==> src/rtl/spi_packet_receiver.sv <==
`default_nettype none
// ============================================================================
//  Module      : spi_packet_receiver
//  Description : SPI mode-0 slave that receives one frame of WORDS words
//                (destination, data, checksum) of size+1 bits each, presents
//                every completed word on dataIn with a matching write strobe,
//                and closes the frame with sendData or frameError. A small
//                status word (lastErr, lastOk) is shifted out on miso.
//  Revision    : 1.0  initial release
// ============================================================================
module spi_packet_receiver #(
  parameter int size  = 8,
  parameter int WORDS = 3
) (
  input  logic          clock,
  input  logic          reset,
  input  logic          sclk,
  input  logic          cs_n,
  input  logic          mosi,
  output logic          miso,
  output logic [size:0] dataIn,
  output logic          writeDes,
  output logic          writeData,
  output logic          writeCheck,
  output logic          sendData,
  output logic          frameError
);

  localparam int c_WORD_BITS = size + 1;
  localparam int c_BCNT_W    = $clog2(c_WORD_BITS + 1);
  localparam int c_WCNT_W    = (WORDS > 1) ? $clog2(WORDS) : 1;

  // bitCnt value while the final bit of a word is still outstanding
  localparam logic [c_BCNT_W-1:0] c_BIT_LAST  = c_BCNT_W'(size);
  // bitCnt value once a whole word sits in the shift register
  localparam logic [c_BCNT_W-1:0] c_BIT_FULL  = c_BCNT_W'(c_WORD_BITS);
  localparam logic [c_WCNT_W-1:0] c_WORD_DES  = '0;
  localparam logic [c_WCNT_W-1:0] c_WORD_DATA = c_WCNT_W'(1);
  localparam logic [c_WCNT_W-1:0] c_WORD_LAST = c_WCNT_W'(WORDS - 1);

  typedef enum logic [1:0] {
    IDLE     = 2'd0,
    RECEIVE  = 2'd1,
    WAIT_END = 2'd2
  } state_t;

  // --------------------------------------------------------------------------
  // Synchronisers and edge detection
  // --------------------------------------------------------------------------
  logic [2:0] sclk_sync_q;
  logic [2:0] cs_sync_q;
  logic [1:0] mosi_sync_q;
  logic       csRise_q;
  logic       csFall_q;

  logic sclkRise;
  logic sclkFall;
  logic csRiseRaw;
  logic csFallRaw;

  assign sclkRise  =  sclk_sync_q[1] & ~sclk_sync_q[2];
  assign sclkFall  = ~sclk_sync_q[1] &  sclk_sync_q[2];
  assign csRiseRaw =  cs_sync_q[1]   & ~cs_sync_q[2];
  assign csFallRaw = ~cs_sync_q[1]   &  cs_sync_q[2];

  // Two-stage synchronisers plus a third stage for edge detection. The chip
  // select chain clears to 0 so that a cs_n held low across reset release
  // never looks like a falling edge; the spurious rise it may show instead
  // lands in IDLE, where rises are ignored. The cs edge pulses get one extra
  // register so frame start/end decisions line up one cycle behind the data
  // sample, matching the word-strobe latency.
  always_ff @(posedge clock) begin
    if (reset) begin
      sclk_sync_q <= '0;
      cs_sync_q   <= '0;
      mosi_sync_q <= '0;
      csRise_q    <= 1'b0;
      csFall_q    <= 1'b0;
    end else begin
      sclk_sync_q <= {sclk_sync_q[1:0], sclk};
      cs_sync_q   <= {cs_sync_q[1:0], cs_n};
      mosi_sync_q <= {mosi_sync_q[0], mosi};
      csRise_q    <= csRiseRaw;
      csFall_q    <= csFallRaw;
    end
  end

  // --------------------------------------------------------------------------
  // Frame state
  // --------------------------------------------------------------------------
  state_t                state_q,      state_d;
  logic [c_BCNT_W-1:0]   bitCnt_q,     bitCnt_d;
  logic [c_WCNT_W-1:0]   wordCnt_q,    wordCnt_d;
  logic [size:0]         shift_q,      shift_d;
  logic [size:0]         dataIn_q,     dataIn_d;
  logic [size:0]         stat_q,       stat_d;
  logic                  writeDes_q,   writeDes_d;
  logic                  writeData_q,  writeData_d;
  logic                  writeCheck_q, writeCheck_d;
  logic                  sendData_q,   sendData_d;
  logic                  frameError_q, frameError_d;
  logic                  lastOk_q,     lastOk_d;
  logic                  lastErr_q,    lastErr_d;
  logic                  overrun_q,    overrun_d;
  logic                  endPend_q,    endPend_d;

  logic wordDone;
  logic lastWord;
  logic finalBit;

  assign wordDone = (bitCnt_q == c_BIT_FULL);
  assign lastWord = (wordCnt_q == c_WORD_LAST);
  assign finalBit = sclkRise && (bitCnt_q == c_BIT_LAST) && lastWord;

  // State register and all registered outputs
  always_ff @(posedge clock) begin
    if (reset) begin
      state_q      <= IDLE;
      bitCnt_q     <= '0;
      wordCnt_q    <= '0;
      shift_q      <= '0;
      dataIn_q     <= '0;
      stat_q       <= '0;
      writeDes_q   <= 1'b0;
      writeData_q  <= 1'b0;
      writeCheck_q <= 1'b0;
      sendData_q   <= 1'b0;
      frameError_q <= 1'b0;
      lastOk_q     <= 1'b0;
      lastErr_q    <= 1'b0;
      overrun_q    <= 1'b0;
      endPend_q    <= 1'b0;
    end else begin
      state_q      <= state_d;
      bitCnt_q     <= bitCnt_d;
      wordCnt_q    <= wordCnt_d;
      shift_q      <= shift_d;
      dataIn_q     <= dataIn_d;
      stat_q       <= stat_d;
      writeDes_q   <= writeDes_d;
      writeData_q  <= writeData_d;
      writeCheck_q <= writeCheck_d;
      sendData_q   <= sendData_d;
      frameError_q <= frameError_d;
      lastOk_q     <= lastOk_d;
      lastErr_q    <= lastErr_d;
      overrun_q    <= overrun_d;
      endPend_q    <= endPend_d;
    end
  end

  // Next-state logic: frame sequencing, word capture and status shifting
  always_comb begin
    state_d      = state_q;
    bitCnt_d     = bitCnt_q;
    wordCnt_d    = wordCnt_q;
    shift_d      = shift_q;
    dataIn_d     = dataIn_q;
    stat_d       = stat_q;
    writeDes_d   = 1'b0;
    writeData_d  = 1'b0;
    writeCheck_d = 1'b0;
    sendData_d   = 1'b0;
    frameError_d = 1'b0;
    lastOk_d     = lastOk_q;
    lastErr_d    = lastErr_q;
    overrun_d    = overrun_q;
    endPend_d    = endPend_q;

    // Status word moves out MSB first while a frame is open
    if (state_q != IDLE && sclkFall) begin
      stat_d = {stat_q[size-1:0], 1'b0};
    end

    case (state_q)
      IDLE: begin
        if (csFall_q) begin
          state_d   = RECEIVE;
          bitCnt_d  = '0;
          wordCnt_d = '0;
          overrun_d = 1'b0;
          endPend_d = 1'b0;
          stat_d    = {{(size-1){1'b0}}, lastErr_q, lastOk_q};
        end
      end

      RECEIVE: begin
        if (sclkRise) begin
          shift_d  = {shift_q[size-1:0], mosi_sync_q[1]};
          bitCnt_d = bitCnt_q + c_BCNT_W'(1);
        end

        if (wordDone) begin
          dataIn_d  = shift_q;
          bitCnt_d  = '0;
          wordCnt_d = wordCnt_q + c_WCNT_W'(1);
          if (wordCnt_q == c_WORD_LAST) begin
            writeCheck_d = 1'b1;
            state_d      = WAIT_END;
          end else if (wordCnt_q == c_WORD_DES) begin
            writeDes_d = 1'b1;
          end else if (wordCnt_q == c_WORD_DATA) begin
            writeData_d = 1'b1;
          end else begin
            writeCheck_d = 1'b0;
          end
        end

        if (csRise_q) begin
          if (lastWord && (wordDone || finalBit)) begin
            // Chip select rose together with the final bit: finish the word
            // first and close the frame from WAIT_END.
            endPend_d = 1'b1;
          end else begin
            // Short frame: a word completing in this very cycle is dropped so
            // the error pulse stays the only strobe and dataIn is untouched.
            dataIn_d     = dataIn_q;
            writeDes_d   = 1'b0;
            writeData_d  = 1'b0;
            writeCheck_d = 1'b0;
            frameError_d = 1'b1;
            lastErr_d    = 1'b1;
            lastOk_d     = 1'b0;
            state_d      = IDLE;
          end
        end
      end

      WAIT_END: begin
        if (sclkRise) begin
          overrun_d = 1'b1;
        end
        if (csRise_q || endPend_q) begin
          if (overrun_q) begin
            frameError_d = 1'b1;
            lastErr_d    = 1'b1;
            lastOk_d     = 1'b0;
          end else begin
            sendData_d = 1'b1;
            lastOk_d   = 1'b1;
            lastErr_d  = 1'b0;
          end
          endPend_d = 1'b0;
          state_d   = IDLE;
        end
      end

      default: begin
        state_d = IDLE;
      end
    endcase
  end

  assign miso       = (state_q != IDLE) && stat_q[size];
  assign dataIn     = dataIn_q;
  assign writeDes   = writeDes_q;
  assign writeData  = writeData_q;
  assign writeCheck = writeCheck_q;
  assign sendData   = sendData_q;
  assign frameError = frameError_q;

endmodule
`default_nettype wire
==> config.mk <==
export PLATFORM = sky130hd
export DESIGN_NAME = spi_packet_receiver
export DESIGN_NICKNAME = d
export VERILOG_FILES = /design/src/rtl/spi_packet_receiver.sv
export SDC_FILE = /design/constraint.sdc
export NUM_CORES = 1
export LEC_CHECK = 0
export BUFFER_PORTS_ARGS = -buffer_cell sky130_fd_sc_hd__buf_2
export CAP_MARGIN = 25
export CORE_MARGIN = 2
export CORE_UTILIZATION = 40
export DETAILED_ROUTE_END_ITERATION = 10
export PLACE_DENSITY = 0.66
export RECOVER_POWER = 25
export SLEW_MARGIN = 0
export SYNTH_ARGS = -nofsm -noshare
export SYNTH_HDL_FRONTEND = slang
export SYNTH_SLANG_ARGS = --single-unit
==> constraint.sdc <==
create_clock -name clock -period 1.8 [get_ports clock]
set_input_delay 0.18 -clock clock [delete_from_list [all_inputs] [get_ports clock]]
set_output_delay 0.18 -clock clock [all_outputs]
set_load 0.05 [all_outputs]
# ---- Word-level counts from Yosys, hierarchy flattened
# Cells that the tools add are included.
dict set report word_totals {
  word_cells 128
  reg_bits 54
  input_bits 5
}
dict set report classes {
  reduce_logical 24
  n_eq_ne 15
  muxes 56
  bitwise 11
  n_addsub 2
}
# cell count
set op_table {}
lappend op_table {{2-to-1 mux 9 bit} 6}
lappend op_table {{2-to-1 mux 1 bit} 31}
lappend op_table {{2-to-1 mux 2 bit} 8}
lappend op_table {{!= test 2 bit, second input constant} 7}
lappend op_table {{2-to-1 mux 4 bit} 3}
lappend op_table {{AND reduction 3 bit} 3}
lappend op_table {{== test 4 bit, second input constant} 2}
lappend op_table {{case mux 1 bit (2 select lines)} 4}
lappend op_table {{case mux 4 bit (2 select lines)} 1}
lappend op_table {{nonzero test 2 bit} 4}
lappend op_table {{NOT 1 bit} 7}
lappend op_table {{case mux 2 bit (3 select lines)} 1}
lappend op_table {{AND reduction 2 bit} 3}
lappend op_table {{logical AND 1 bit} 5}
lappend op_table {{AND reduction 5 bit} 1}
lappend op_table {{adder 4 x 1 -> 4 bit, second input constant} 1}
lappend op_table {{AND 1 bit} 4}
lappend op_table {{== test 2 x 1 -> 1 bit, second input constant} 2}
lappend op_table {{== test 2 bit, second input constant} 2}
lappend op_table {{logical NOT 2 bit} 2}
lappend op_table {{case mux 2 bit (2 select lines)} 1}
lappend op_table {{AND reduction 4 bit} 1}
lappend op_table {{!= test 3 bit, second input constant} 1}
lappend op_table {{case mux 1 bit (3 select lines)} 1}
lappend op_table {{6 further kinds} 7}

# ---- Longest topological paths before layout
dict set report depth {
  ltp_word 9
  depth_mapped 7
  depth_no_buf 6
}

# ---- Worst setup path after synthesis
# No wires, ideal clock.
dict set report synth_path {
  path_type {register to register}
  from {register state_q[0]}
  to {register bitCnt_q[3]}
  t_required_ns 1.734
  setup_ns 0.066
  arrival_ns 1.495
  n_path_buf 0
  period_less_slack_ns 1.561
  setup_slack_ns 0.239
  path_stages_with_launch 6
  path_cell_list {dfxtp_1 inv_1 ha_1 mux2i_1 or4_4 a21oi_2}
}
dict set report synth_via {
  elab_chain_cells 3
}
# element line
set synth_rtl {}
lappend synth_rtl {{start, declared} 91} ;# state_t state_q, state_d;
lappend synth_rtl {{start signal, assigned} 134} ;# state_q <= state_d;
lappend synth_rtl {{== test 2 x 1 -> 1 bit or logical NOT 2 bit (tied branches)} 175} ;# case (state_q)
lappend synth_rtl {{!= test 3 bit (no line) (tied with other cells)} -}
lappend synth_rtl {{AND reduction 3 bit (no line)} -}
lappend synth_rtl {{end signal, assigned} 135} ;# bitCnt_q <= bitCnt_d;
lappend synth_rtl {{end, declared} 92} ;# logic [c_BCNT_W-1:0] bitCnt_q, bitCnt_d;
# Several ways; a longest one is shown, not always the timed one.
# A chain may end at the register's enable or synchronous reset.

# ---- Worst setup path in the final report
dict set report layout_path {
  from {register state_q[1]}
  to {register bitCnt_q[3]}
}
# Same word-level chain as after synthesis.

==> results.sh <==
export IMPL_worst_slew_pin_slew_ps=853
export IMPL_worstPathArrival_ps=1930
export IMPL_grt_pass1_wl_um=6490
export IMPL_postSynth_asyncResetShare_pct=0
export IMPL_fp_dieW_um=78.2
export IMPL_post_synthesis_mean_instance_area_um2=9.88
export IMPL_synth_top_area_share_pct=49.1
export IMPL_gp_routability_congestion=0.823
export IMPL_avgViaCountPerCell=4.93
export IMPL_finalSetupViolCount=0
export IMPL_netlist_top_cells_area="dfxtp_1 (49%), mux2i_1 (13%), nor2_1 (6.1%)"
export IMPL_cts_hold_fix_buffers=0
export IMPL_slew_violations=0
export IMPL_utilization_pct=46.6
export IMPL_timing_final_crit_share_pct=93.9
export IMPL_grt_use_total_pct=13.4
export IMPL_dr_total_vias=1584
export IMPL_timing_max_slew_rel_slack_pct=43.1
export IMPL_setup_repair_after_global_routing_missed_its_margin="false"
export IMPL_h_tree_depth=2
export IMPL_ioPinCount=20
export IMPL_cp_required_ps=2040
export IMPL_critical_path_slowest_cell="or4_4"
export IMPL_drt_iter0_markers=74
export IMPL_die_area_um2=6120
export IMPL_run_status="finished, final reports clean"
export IMPL_postCtsSetupRepairBufs=0
export IMPL_area_delta_synth_final_pct=14.2
export IMPL_totalPowerFinal_uw=1980
export IMPL_drc_violations_left=0
export IMPL_layout_drive_gt1_share_pct=13.7
export IMPL_max_clock_path_buffers=2
export IMPL_clkLatencyLatePin_ps=310
export IMPL_critical_path_startpoint_type="flip-flop"
export IMPL_post_synth_instance_area_um2=2200
export IMPL_min_delay_src="sclk"
export IMPL_dp_hpwl_um=2740
export IMPL_hold_path_class="input port to flip-flop"
export IMPL_timing_final_ws_setup_ps=110
export IMPL_worstSetupEndpointType="flip-flop"
export IMPL_globalRouteOverflowTotal=0
export IMPL_cp_cell_sequence="inv_1, ha_1, buf_4, and3_1, or4_4, a21oi_2"
export IMPL_maxClockFrequency_mhz=592
export IMPL_numPortBuffers=19
export IMPL_synthDominantAreaCellType="dfxtp_1"
export IMPL_worstPathMaxFanout=7
export IMPL_die_h_um=78.2
export IMPL_grt_pass1_vias=1435
export IMPL_holdPathStages=2
export IMPL_postRouteWirelength_um=3920
export IMPL_detail_route_antenna_nets=0
export IMPL_power_per_cell_area_nw_per_um2=787
export IMPL_clock_tree_from_tritoncts="yes"
export IMPL_synth_commonest_cells="dfxtp_1 (54), nor2_1 (36), mux2i_1 (28)"
export IMPL_placement_setup_worst_slack_ps=45.7
export IMPL_rows=27
export IMPL_max_cap_violations=0
export IMPL_synth_enable_flop_cells=0
export IMPL_grt_antenna_before_repair=0
export IMPL_numClockSinks=54
export IMPL_critical_path_top_delay_family="simple AND/OR/NAND/NOR gates"
export IMPL_cpPeakStageDelay_ps=420
export IMPL_peakVddDrop_uv=405
export IMPL_setup_slack_on_the_worst_flop_to_flop_path_ps=110
export IMPL_initial_core_util_pct=40.8
export IMPL_share_of_the_yosys_chip_area_belonging_to_registers_pct=49.1
export IMPL_grt_max_degree=25
export IMPL_number_of_warnings_printed_during_yosys_synthesis=0
export IMPL_cts_root_buffer_cell="clkbuf_8"
export IMPL_reg2reg_to="bitCnt_q[3]$_SDFFE_PP0P_"
export IMPL_final_net_count=263
export IMPL_power_leakage_uw=0.00109
export IMPL_regToRegStartpoint="state_q[1]$_SDFFE_PP0P_"
export IMPL_drt_pass1_iter_count=4
export IMPL_holdPathEnd="sclk_sync_q[0]$_SDFF_PP0_"
export IMPL_setup_tns_final_ps=0
export IMPL_worst_hold_slack_ps=76.8
export IMPL_synth_net_count=238
export IMPL_worst_setup_path_type="flip-flop to flip-flop"
export IMPL_postSynthCellCount=223
export IMPL_tritoncts_num_buffers=5
export IMPL_ys_seq_elements=54
export IMPL_wl_per_cell_um=12.2
export IMPL_antennaDiodeCount=0
export IMPL_core_region_area_um2=5410
export IMPL_finalWorstPathRequiredPeriod_ps=1690
export IMPL_synth_cell_type_count=38
export IMPL_path_clk_slew_ps=100
export IMPL_cell_with_the_most_instances_after_synthesis="dfxtp_1"
export IMPL_ys_flop_type="dfxtp_1"
export IMPL_report_final_hold_viol_count=0
export IMPL_critical_path_buf_inv_count=2
export IMPL_worstRegToRegCells=6
export IMPL_worst_clock_skew_ps=11.6
area by class of cell:
cell class | instances | area [µm²]
Clock inverter | 2 | 16.3
Sequential cell | 54 | 1080
Fill cell | 553 | 2890
Timing Repair Buffer | 26 | 153
Multi-Input combinational cell | 151 | 1050
Clock buffer | 6 | 82.6
Tap cell | 72 | 90.1
Inverter | 10 | 37.5
logic make-up after synthesis:
kind of cell / synth area share [%]
xor gates and xnor gates: 0.795
buffers and inverters: 3.41
AOI/OAI and AO/OA: 9.26
muxes: 12.7
DFF: 49.1
and+or+nand+nor: 19.1
adders and majority gates: 5.68
metal layers:
metal / up-vias / GRT usage (%) / part of all wire [%]
met3: 7 / 3.68 / 3.2
li1: 814 / - / -
met2: 22 / 22.0 / 46
met4: 0 / 5.79 / 2.0
met5: - / 0 / 0
met1: 741 / 16.6 / 49
registers in the layout, summed over array words and instances (netlist names):
signal and flops:
dataIn 9, shift_q 9, stat_q 9, bitCnt_q 4
cs_sync_q 3, sclk_sync_q 3, mosi_sync_q 2, state_q 2
wordCnt_q 2, csFall_q 1, csRise_q 1, endPend_q 1
frameError 1, lastErr_q 1, lastOk_q 1, overrun_q 1
sendData 1, writeCheck 1, writeData 1, writeDes 1
metrics by stage:
step           cells  area [µm²]
2_1_floorplan    223        2200
3_3_place_gp     313        2420
3_5_place_dp     313        2420
4_1_cts          321        2520
5_1_grt          321        2520
6_report         321        2520
power by group:
group / switching [µW] / internal [µW]
Clock: 400 / 317
Sequential: 5.32 / 1200
Combinational: 35.2 / 19.1
how the worst max path moves through the flow:
stage | start | endpoint | slack (ps) | cells past startpoint
after detailed placement | state_q[0]$_SDFFE_PP0P_ | bitCnt_q[1]$_SDFFE_PP0P_ | 50 | 6
after global routing | state_q[0]$_SDFFE_PP0P_ | bitCnt_q[0]$_SDFFE_PP0P_ | 20 | 6
after CTS | state_q[0]$_SDFFE_PP0P_ | bitCnt_q[1]$_SDFFE_PP0P_ | 20 | 6
after floorplan | state_q[0]$_SDFFE_PP0P_ | bitCnt_q[3]$_SDFFE_PP0P_ | 240 | 5
after global placement | state_q[0]$_SDFFE_PP0P_ | bitCnt_q[3]$_SDFFE_PP0P_ | 140 | 5
final | state_q[1]$_SDFFE_PP0P_ | bitCnt_q[3]$_SDFFE_PP0P_ | 110 | 6
repair_timing:
item	4_1_cts	5_1_grt
pin swaps	0	0
setup endpoints to repair	1	10
resized for setup	1	4
endpoints found under the hold margin	0	0
cell usage in the layout (no fill, tap or decap), types with 2 or more instances in the layout:
master     n
and4_1     2
a311oi_1   2
nor2_1    36
nor3_1     3
dfxtp_2    2
dfxtp_1   52
nand3b_1   4
nor2b_1   12
clkbuf_8   6
xnor2_1    2
inv_1     10
a21oi_1    7
buf_4      7
o211ai_1   2
nand2b_1   3
ha_1       9
nand3_1    4
buf_2     10
mux2i_1   27
nand2_1    6
and3b_1    2
nor3b_1    4
o21ai_0    7
clkbuf_1   8
o21a_1     2
Power figures use the tool's default switching activity.
